<file path="config.mk">
export PLATFORM = sky130hd
export DESIGN_NAME = pipe_skid_reg
export DESIGN_NICKNAME = d
export VERILOG_FILES = /design/src/rtl/pipe_skid_reg.sv
export SDC_FILE = /design/constraint.sdc
export NUM_CORES = 1
export LEC_CHECK = 0
export CORE_UTILIZATION = 25
export DETAILED_ROUTE_END_ITERATION = 8
export PLACE_DENSITY_LB_ADDON = 0.15
export SKIP_LAST_GASP = 1
export SLEW_MARGIN = 20
export SYNTH_ARGS = -nofsm -noshare
export SYNTH_HDL_FRONTEND = slang
export SYNTH_SLANG_ARGS = --single-unit
</file>
<file path="constraint.sdc">
create_clock -name clk -period 3.8 [get_ports clk]
set_input_delay 0.76 -clock clk [delete_from_list [all_inputs] [get_ports clk]]
set_output_delay 0.76 -clock clk [all_outputs]
set_load 0.03 [all_outputs]
</file>
<file path="src/rtl/pipe_skid_reg.sv">
// pipe_skid_reg: elastic pipeline stage with a two-entry skid buffer.
// A generic payload moves with a valid/ready handshake at full throughput
// under backpressure; flush_i drops every held entry.
// Optional build macro: PIPE_STALL_CNT_EN adds the stall_cnt output and its
// saturating counter (cycles spent with out_valid & !out_ready).
//
// state | meaning
// ------+-------------------------------------------------
// EMPTY | nothing held, in_ready=1, out_valid=0
// ONE   | main entry valid, skid empty, in_ready=1
// TWO   | main and skid entries valid, in_ready=0
module pipe_skid_reg #(
    parameter int PAYLOAD_W = 71,
    parameter int CNT_W     = 16
) (
    input  logic                 clk,
    input  logic                 rst_n,
    input  logic                 flush_i,
    input  logic                 in_valid,
    output logic                 in_ready,
    input  logic [PAYLOAD_W-1:0] in_data,
    output logic                 out_valid,
    input  logic                 out_ready,
    output logic [PAYLOAD_W-1:0] out_data,
    output logic [1:0]           occupancy
`ifdef PIPE_STALL_CNT_EN
    ,
    output logic [CNT_W-1:0]     stall_cnt
`endif
);

    typedef enum logic [1:0] {
        EMPTY = 2'd0,
        ONE   = 2'd1,
        TWO   = 2'd2
    } state_t;

    // Both widths must be at least one bit; catch bad overrides at elaboration.
    generate
        if (PAYLOAD_W < 1) begin : g_bad_payload_w
            $error("pipe_skid_reg: PAYLOAD_W must be >= 1");
        end
        if (CNT_W < 1) begin : g_bad_cnt_w
            $error("pipe_skid_reg: CNT_W must be >= 1");
        end
    endgenerate

    state_t                 state_q;
    state_t                 state_d;
    logic [PAYLOAD_W-1:0]   main_data;
    logic [PAYLOAD_W-1:0]   skid_data;
    logic                   in_xfer;
    logic                   out_xfer;
    logic                   load_main;
    logic                   main_from_skid;
    logic                   load_skid;

    // Handshake flags come straight from the state register, so in_ready
    // and out_valid are registered outputs with no combinational path.
    assign in_ready  = (state_q != TWO);
    assign out_valid = (state_q != EMPTY);
    assign occupancy = state_q;
    assign out_data  = main_data;
    assign in_xfer   = in_valid & in_ready;
    assign out_xfer  = out_valid & out_ready;

    // State register.
    always_ff @(posedge clk or negedge rst_n) begin
        if (!rst_n) begin
            state_q <= EMPTY;
        end else begin
            state_q <= state_d;
        end
    end

    // Next state and data-register load enables.
    always_comb begin
        state_d        = state_q;
        load_main      = 1'b0;
        main_from_skid = 1'b0;
        load_skid      = 1'b0;
        case (state_q)
            EMPTY: begin
                if (in_xfer) begin
                    load_main = 1'b1;
                    state_d   = ONE;
                end
            end
            ONE: begin
                if (in_xfer && out_xfer) begin
                    load_main = 1'b1;
                end else if (in_xfer) begin
                    load_skid = 1'b1;
                    state_d   = TWO;
                end else if (out_xfer) begin
                    state_d = EMPTY;
                end
            end
            TWO: begin
                if (out_xfer) begin
                    load_main      = 1'b1;
                    main_from_skid = 1'b1;
                    state_d        = ONE;
                end
            end
            default: begin
                state_d = EMPTY;
            end
        endcase
        // Flush wins over everything. The incoming beat is discarded and the
        // data registers keep their old contents; the valid bits are the only
        // truth, so stale data is never presented.
        if (flush_i) begin
            state_d        = EMPTY;
            load_main      = 1'b0;
            main_from_skid = 1'b0;
            load_skid      = 1'b0;
        end
    end

    // Main entry: loads from the input or is refilled from the skid entry.
    always_ff @(posedge clk or negedge rst_n) begin
        if (!rst_n) begin
            main_data <= '0;
        end else if (load_main) begin
            main_data <= main_from_skid ? skid_data : in_data;
        end
    end

    // Skid entry: catches the beat accepted while the main entry is stalled.
    always_ff @(posedge clk or negedge rst_n) begin
        if (!rst_n) begin
            skid_data <= '0;
        end else if (load_skid) begin
            skid_data <= in_data;
        end
    end

`ifdef PIPE_STALL_CNT_EN
    // Saturating count of backpressured cycles; only reset clears it.
    always_ff @(posedge clk or negedge rst_n) begin
        if (!rst_n) begin
            stall_cnt <= '0;
        end else if (out_valid && !out_ready && (stall_cnt != {CNT_W{1'b1}})) begin
            stall_cnt <= stall_cnt + CNT_W'(1);
        end
    end
`endif

endmodule

</file>
* Yosys cells after proc, flatten, opt, wreduce, memory -nomap -nowiden
Cells that the tools add are included.
** Storage, ports and cells
- Flip-flop bits (word level) :: 144
- Bits of input ports :: 76
- Output and inout bits :: 75
** Cells by class
- Equal/unequal tests :: 7
- Muxes and demuxes :: 18
- Bitwise gates (word level) :: 2
- Reductions and logical operators :: 4
** Operator list (count)
- $mux 71 :: 1
- $mux 2 :: 6
- $mux 1 :: 9
- $ne 3x3->1 const B :: 3
- $pmux 2 s3 :: 1
- $ne 4x4->1 const B :: 1
- $reduce_and 4->1 :: 1
- $pmux 1 s3 :: 1
- $and 1x1->1 :: 2
- $eq 2x1->1 const B :: 1
- $eq 2x2->1 const B :: 1
- $logic_not 2->1 :: 1
- $ne 2x2->1 const B :: 1
- $reduce_bool 2->1 :: 1
- $logic_and 1x1->1 :: 1

* Longest topological paths before layout
Gate-level depths: netlist (run 1).
- Word-level depth :: 7
- Gate-level depth with buffers :: 6
- Gate-level depth less buffers :: 4

* Worst setup path after synthesis (run 1)
No wires, ideal clock.
- Path type :: reg-to-reg
- Start point :: register state_q[0] (netlist: occupancy[0])
- End point :: register main_data[0] (netlist: out_data[0])
- Library setup time :: 0.125 ns
- Arrival :: 1.972 ns
- Required time :: 3.675 ns
- Path slack :: 1.703 ns
- Cell stages (with the launch flop) :: 7
- Path buffers :: 2
- Cell sequence :: dfrtp_1 clkbuf_2 nand2b_4 nor2_4 buf_2 mux2_2 mux2_2
** On the way
- Word-level cells in the longest chain between the ends :: 6
- Elaborated cells on any way between the ends :: 16
- Those cells by class :: eq/ne: 3; mux: 8; bitwise: 2; reduce/logical: 3
** RTL lines
- start: declaration :: line 48 : state_t state_q;
- start signal: assignment :: line 72 : state_q <= state_d;
- $ne 2x2->1 (*) :: line 60 : assign in_ready = (state_q != TWO);
- named net in_ready :: line 20 : output logic in_ready,
- $and 1x1->1 (*) :: line 64 : assign in_xfer = in_valid & in_ready;
- $logic_and 1x1->1 :: line 90 : if (in_xfer && out_xfer) begin
- $mux 1 :: line 90
- $pmux 1 s3 (*) :: line 82 : case (state_q)
- $mux 1 (*) :: line 113 : if (flush_i) begin
- end signal: assignment :: line 126 : main_data <= main_from_skid ? skid_data : in_data;
- end: declaration :: line 50 : logic [PAYLOAD_W-1:0] main_data;
The timed path passes the listed nets; every way through them passes the cells marked *.
A chain may end at the register's enable or synchronous reset.

* Worst setup path in the final report (run 1)
- Start point :: register state_q[0] (netlist: occupancy[0])
- End point :: output in_ready
** On the way
- Word-level cells in the longest chain between the ends :: 1
** RTL lines (line)
- $ne 2x2->1 :: 60
- end: declaration :: 20
No other way between the ends.

==> summary.txt, run 1 <==
Status
  – Status: finished, final reports clean

Clock tree
  – Clock Latency Late Sink: 0.43 ns
  – Post-CTS Resized: 0
  – Clock transition at path regs: 0.06 ns
  – # H-tree levels: 4
  – Clock root buffer: clkbuf_16
  – TritonCTS clock tree: built
  – CTS sink count: 144
  – # hold bufs at CTS: 0
  – Setup bufs post-CTS: 0
  – Clock Path Buffers: 2
  – CTS Buf Count: 17

Worst setup path
  – CP required: 3.04 ns
  – Arrival @ worst endpoint: 1.96 ns
  – Crit start category: flop
  – Reg2Reg Depth: 5
  – R2r endpoint: out_data[67]
  – CP Class: reg -> out
  – CP endpoint kind: output port
  – Worst R2R Setup Slack: 1.62 ns
  – Reg2reg start: occupancy[0]
  – Maximum fanout along the worst path: 8

STA
  – Slew Viols, Final: 0
  – Clock skew: 0.0130 ns
  – Unrepaired setup endpoints after global routing: no
  – Final Hold Fails: 0
  – Fmax: 0.368 GHz
  – Setup violators final: 0
  – Crit path time final: 2.72 ns
  – PnR worst setup slack: 1.08 ns
  – TNS Setup: 0 ns
  – Tcrit/Tclk final: 0.715
  – Worst-margin pin slew: 0.798 ns
  – Relative max-transition margin: 0.468

GRT
  – Grt ovf: 0
  – Vias in the first global route: 4139
  – Largest net degree at the start of global routing: 83
  – First-pass GRT wire length: 22.8 mm
  – Tot GR Track Use: 0.116
  – Initial antenna violation count: 0

Finish
  – Final core occ: 0.359
  – Final instance area: 8780 um^2
  – Nets@finish: 626
  – Layout cell share with drive strength beyond 1: 0.407
  – Layout Area Growth over Synthesis: 39.8%
  – N_diodes: 0

Power
  – Maximum vdd ir drop: 0.229 mV
  – Power Density: 593 nW/um^2
  – Leakage: 3.57 nW
  – Sw Share: 0.279
  – Part of the power in registers: 0.403
  – Internal: 3.76 mW
  – Combinational Power Share: 0.240
  – Clk pwr share: 0.357
  – Sw Pwr: 1.45 mW

Yosys
  – Post-synth top flop: dfrtp_1
  – Most frequent cell after synthesis: mux2_2
  – Seq cells post-synth: 144
  – Distinct cells, synth: 20
  – Synth warnings: 0
  – Synth Cell Area: 6280 um^2
  – Synth top cells by count: mux2_2, dfrtp_1, mux2_1
  – Post-synth EDFFs: 0
  – Syn_nets: 473
  – Mapped Cells: 397
  – Syn Area/Cell: 15.8 um^2
  – Asr flop ratio synth: 1.00
  – Register area share after synthesis: 0.574
  – Post-synth top area share: 0.574
  – Synth area leader: dfrtp_1
  – Top post-synthesis cells by area: dfrtp_1, mux2_2, mux2_1

Die
  – Total die area: 25800 um^2
  – Core area: 24500 um^2
  – Die span in y: 160 um
  – Initial core utilization: 0.257
  – Row cnt: 57
  – Ports: 151
  – Die width: 160 um

Place
  – I/O Buffers: 150
  – Placed Area: 8120 um^2
  – DP HPWL: 9.03 mm
  – GP Congestion: 0.666
  – Post-place setup slack: 0.793 ns

Job
  – Max-Cap Viols: 0

Routing
  – ANT nets after route: 0
  – 1st-iter DRT viols: 84
  – Post-DR wirelength/cell: 15.7 um
  – Vias: 3763
  – Drt via density: 4.24
  – Router iterations before antenna repair: 5
  – Routed WL: 13.9 mm
  – DRC viols: 0

Worst hold path
  – Type of the tightest min-delay check: in -> async
cell families (layout without fill, tap and decap cells):
kind of cell    Yosys count  in the layout  share of synthesized area
mux                     213            213                      0.382
flops                   144            144                      0.574
buf+inv                  22            188                     0.0233
simple gates             13             13                     0.0135
compound gates            5              5                    0.00737
routing by layer:
layer	track usage	vias to the layer above	wire length, um
met1	0.134	1922	5950
met5	0	-	0
met2	0.194	91	7040
met4	0.0442	0	195
met3	0.0416	13	701
li1	-	1737	-
state kept, by name, summed over array words and instances (netlist names):
register and cells:
occupancy 2, out_data 71, skid_data 71
cells in the final DEF (no fill, tap or decap), drive strengths merged:
cell type and instances:
nor2 3, or3b 1, a21oi 2, mux2 213
o31ai 1, dfrtp 144, a21boi 1, clkbuf 20
clkinv 1, a21o 1, clkdlybuf4s50 149, clkinvlp 4
bufinv 5, or2 1, nand2b 4, nand3 1
inv 2, buf 7, nor2b 1, nand2 2
worst max-delay path by stage:
| stage | cells after the start | from | slack [ns] | endpoint |
|---|---|---|---|---|
| finish | 2 | occupancy[0] | 1.08 | in_ready |
| global route | 2 | occupancy[0] | 0.98 | in_ready |
| CTS | 2 | occupancy[0] | 1.04 | in_ready |
| detailed placement | 5 | in_valid | 0.79 | skid_data[62] |
| global placement | 5 | in_valid | 0.86 | skid_data[19] |
| floorplan | 5 | flush_i | 1.70 | out_data[0] |
power groups by stage:
stage | registers (mW) | logic [mW] | clock network (mW)
floorplan | 2.40 | 0.424 | 0
global placement | 2.11 | 1.25 | 0
detailed placement | 2.13 | 1.27 | 0
CTS | 2.10 | 1.27 | 1.93
global route | 2.15 | 1.33 | 2.00
finish | 2.10 | 1.25 | 1.86
per-stage QoR:
| step | hold slack [ns] | total power [mW] | std cells |
|---|---|---|---|
| finish | 0.368 | 5.21 | 887 |
| global route | 0.425 | 5.48 | 887 |
| CTS | 0.401 | 5.31 | 887 |
| detailed placement | 0.475 | 3.39 | 855 |
| global placement | 0.470 | 3.36 | 855 |
| floorplan | 0.464 | 2.82 | 397 |
final cells by class:
class | instances | area [um^2]
clock inverter | 12 | 206
sequential | 144 | 3600
timing repair buffer | 156 | 1570
tap | 324 | 405
fill | 2358 | 15700
multi-input combinational | 231 | 2540
clock buffer | 20 | 447
worst max-delay path: stages, from the launching register on:
cell	delay, ns
dfrtp_1	0.58
nand2b_4	0.25
clkdlybuf4s50_1	0.71
(Power assumes the default switching activity.)
==> run 2, diff against run 1 <==
==> constraint.sdc (replaced) <==
create_clock -name clk -period 2.58 [get_ports clk]
set_input_delay 0.516 -clock clk [delete_from_list [all_inputs] [get_ports clk]]
set_output_delay 0.516 -clock clk [all_outputs]
set_load 0.03 [all_outputs]
==> run 2 against run 1 <==
Worst setup slack worse by 0.90 ns. Via count rose by 0.48%. Sequential power rose by 47%. Sequential cell count did not move. Largest power group unchanged.
==> summary.txt, run 2 (synthesized netlist as in run 1, its figures left out) <==
Worst setup path
  – Worst R2R Setup Slack: 0.64 ns (-0.98 ns)
  – Reg2Reg Depth: 5 (unchanged)
  – CP Class: reg -> out
  – CP required: 2.06 ns (-0.98 ns)
  – Crit start category: flop
  – CP endpoint kind: output port
  – Arrival @ worst endpoint: 1.88 ns (-0.08 ns)
  – R2r endpoint: out_data[44]
  – Maximum fanout along the worst path: 8 (unchanged)
  – Reg2reg start: occupancy[0]
  – Launch point of the critical path: occupancy[0]
  – Worst setup path end: in_ready

Clock tree
  – # H-tree levels: 4 (unchanged)
  – # hold bufs at CTS: 0 (unchanged)
  – Post-CTS Resized: 0 (unchanged)
  – CTS sink count: 144 (unchanged)
  – Clock root buffer: clkbuf_16
  – Clock Latency Late Sink: 0.42 ns (about the same)
  – Clock transition at path regs: 0.06 ns (about the same)
  – Clock Path Buffers: 2 (unchanged)
  – CTS Buf Count: 17 (unchanged)
  – Setup bufs post-CTS: 0 (unchanged)
  – TritonCTS clock tree: built

STA
  – Final Hold Fails: 0 (unchanged)
  – Setup violators final: 0 (unchanged)
  – Relative max-transition margin: 0.672 (+0.204)
  – Tcrit/Tclk final: 0.928
  – Clock skew: 0.0107 ns (-0.00232 ns)
  – Crit path time final: 2.39 ns
  – Unrepaired setup endpoints after global routing: no
  – Fmax: 0.418 GHz
  – TNS Setup: 0 ns (unchanged)
  – Slew Viols, Final: 0 (unchanged)
  – Worst-margin pin slew: 0.492 ns (-0.306 ns)

Finish
  – Most frequent cells in the layout: mux2_2, clkdlybuf4s50_1, dfrtp_1
  – Storage cell area: 3600 um^2 (unchanged)
  – N_diodes: 0 (unchanged)
  – Nets@finish: 631 (+0.80%)
  – Layout cell share with drive strength beyond 1: 0.415 (+0.00874)
  – Multi-input gate area: 2540 um^2 (unchanged)
  – Layout filler cell count: 2330 (-1.2%)
  – Most common cell after layout, fill and taps aside: mux2_2
  – Fin cells: 892 (+0.56%)
  – Layout Area Growth over Synthesis: 41.9%

Die
  – Die span in y: 160 um (unchanged)
  – Die width: 160 um (unchanged)
  – Ports: 151 (unchanged)
  – Core area: 24500 um^2 (unchanged)
  – Total die area: 25800 um^2 (unchanged)
  – Row cnt: 57 (unchanged)
  – Initial core utilization: 0.257 (unchanged)

GRT
  – Met2 Usage GRT: 0.191 (-0.00354)
  – GR peak layer: met2
  – Met3 usage: 0.0359 (-0.00568)
  – Met1 usage: 0.143 (+0.00885)
  – Grt ovf: 0 (unchanged)
  – Vias in the first global route: 4118 (-0.51%)
  – Largest net degree at the start of global routing: 53 (-36%)
  – Initial antenna violation count: 0 (unchanged)
  – Tot GR Track Use: 0.116 (+0.000609)
  – First-pass GRT wire length: 22.9 mm (+0.64%)

Status
  – Status: finished, final reports clean

Routing
  – Post-DR wirelength/cell: 16.1 um (+2.6%)
  – ANT nets after route: 0 (unchanged)
  – DRC viols: 0 (unchanged)
  – Routed WL: 14.3 mm (+3.1%)
  – Router iterations before antenna repair: 4 (-1)
  – 1st-iter DRT viols: 98 (+17%)
  – Vias: 3781 (+0.48%)
  – Drt via density: 4.24 (about the same)

Power
  – Maximum vdd ir drop: 0.357 mV (+56%)
  – Power Density: 860 nW/um^2 (+45%)
  – Leakage: 3.64 nW (+1.8%)

Job
  – Max-Cap Viols: 0 (unchanged)

Worst hold path
  – Type of the tightest min-delay check: in -> async

Place
  – Placed cells: 860 (+0.58%)
  – I/O Buffers: 150 (unchanged)
  – GP Congestion: 0.674 (+1.3%)
  – DP HPWL: 9.07 mm (+0.43%)
-- run 2: cell count changes in the layout (fill, tap and decap cells not counted), sizes merged --
cell / previous run / this run
clkbuf: 20 / 19
inv: 2 / 6
clkinvlp: 4 / 2
buf: 7 / 12
bufinv: 5 / 4
-- run 2: through the flow --
stage	util	cell area (um^2)	hold slack, ns	setup WS, ns	total power, mW
5_1_grt	0.364	8910	0.0672	0.115	8.06
3_5_place_dp	0.338	8260	0.478	0.175	5.02
2_1_floorplan	-	6280	0.220	0.483	4.15
3_3_place_gp	0.338	8260	0.468	0.189	4.96
6_report	0.364	8910	0.0348	0.186	7.67
4_1_cts	0.364	8910	0.0488	0.143	7.81
-- run 2: layout make-up --
class | count | area share
clock buffers | 19 | 0.0508
well taps | 324 | 0.0455
repair buffers | 161 | 0.192
multi-input cells | 231 | 0.285
clock inverters | 13 | 0.0220
flip-flops and latches | 144 | 0.404
-- run 2: per-layer routing --
layer  routed length, um  vias up  part of all wire
met4                 179        0             0.012
met2                7020       88              0.49
li1                    -     1747                 -
met3                 778       10             0.054
met5                   0        -                 0
met1                6350     1936              0.44
-- run 2: how the worst min path moves through the flow --
stage | end | slack, ns | cells after the start
floorplan | occupancy[0] | 0.22 | 0
global placement | out_data[54] | 0.47 | 1
detailed placement | out_data[33] | 0.48 | 1
CTS | out_data[20] | 0.05 | 1
global route | out_data[20] | 0.07 | 1
finish | out_data[20] | 0.03 | 1
-- run 2: worst max-delay path: stages, from the launching register on --
cell and delay [ns]:
dfrtp_1 0.54, nand2b_4 0.24, clkdlybuf4s50_1 0.70
-- run 2: where the power goes --
part	internal (mW)	switching (mW)
Clock	1.69	1.03
Sequential	2.81	0.275
Combinational	0.985	0.874
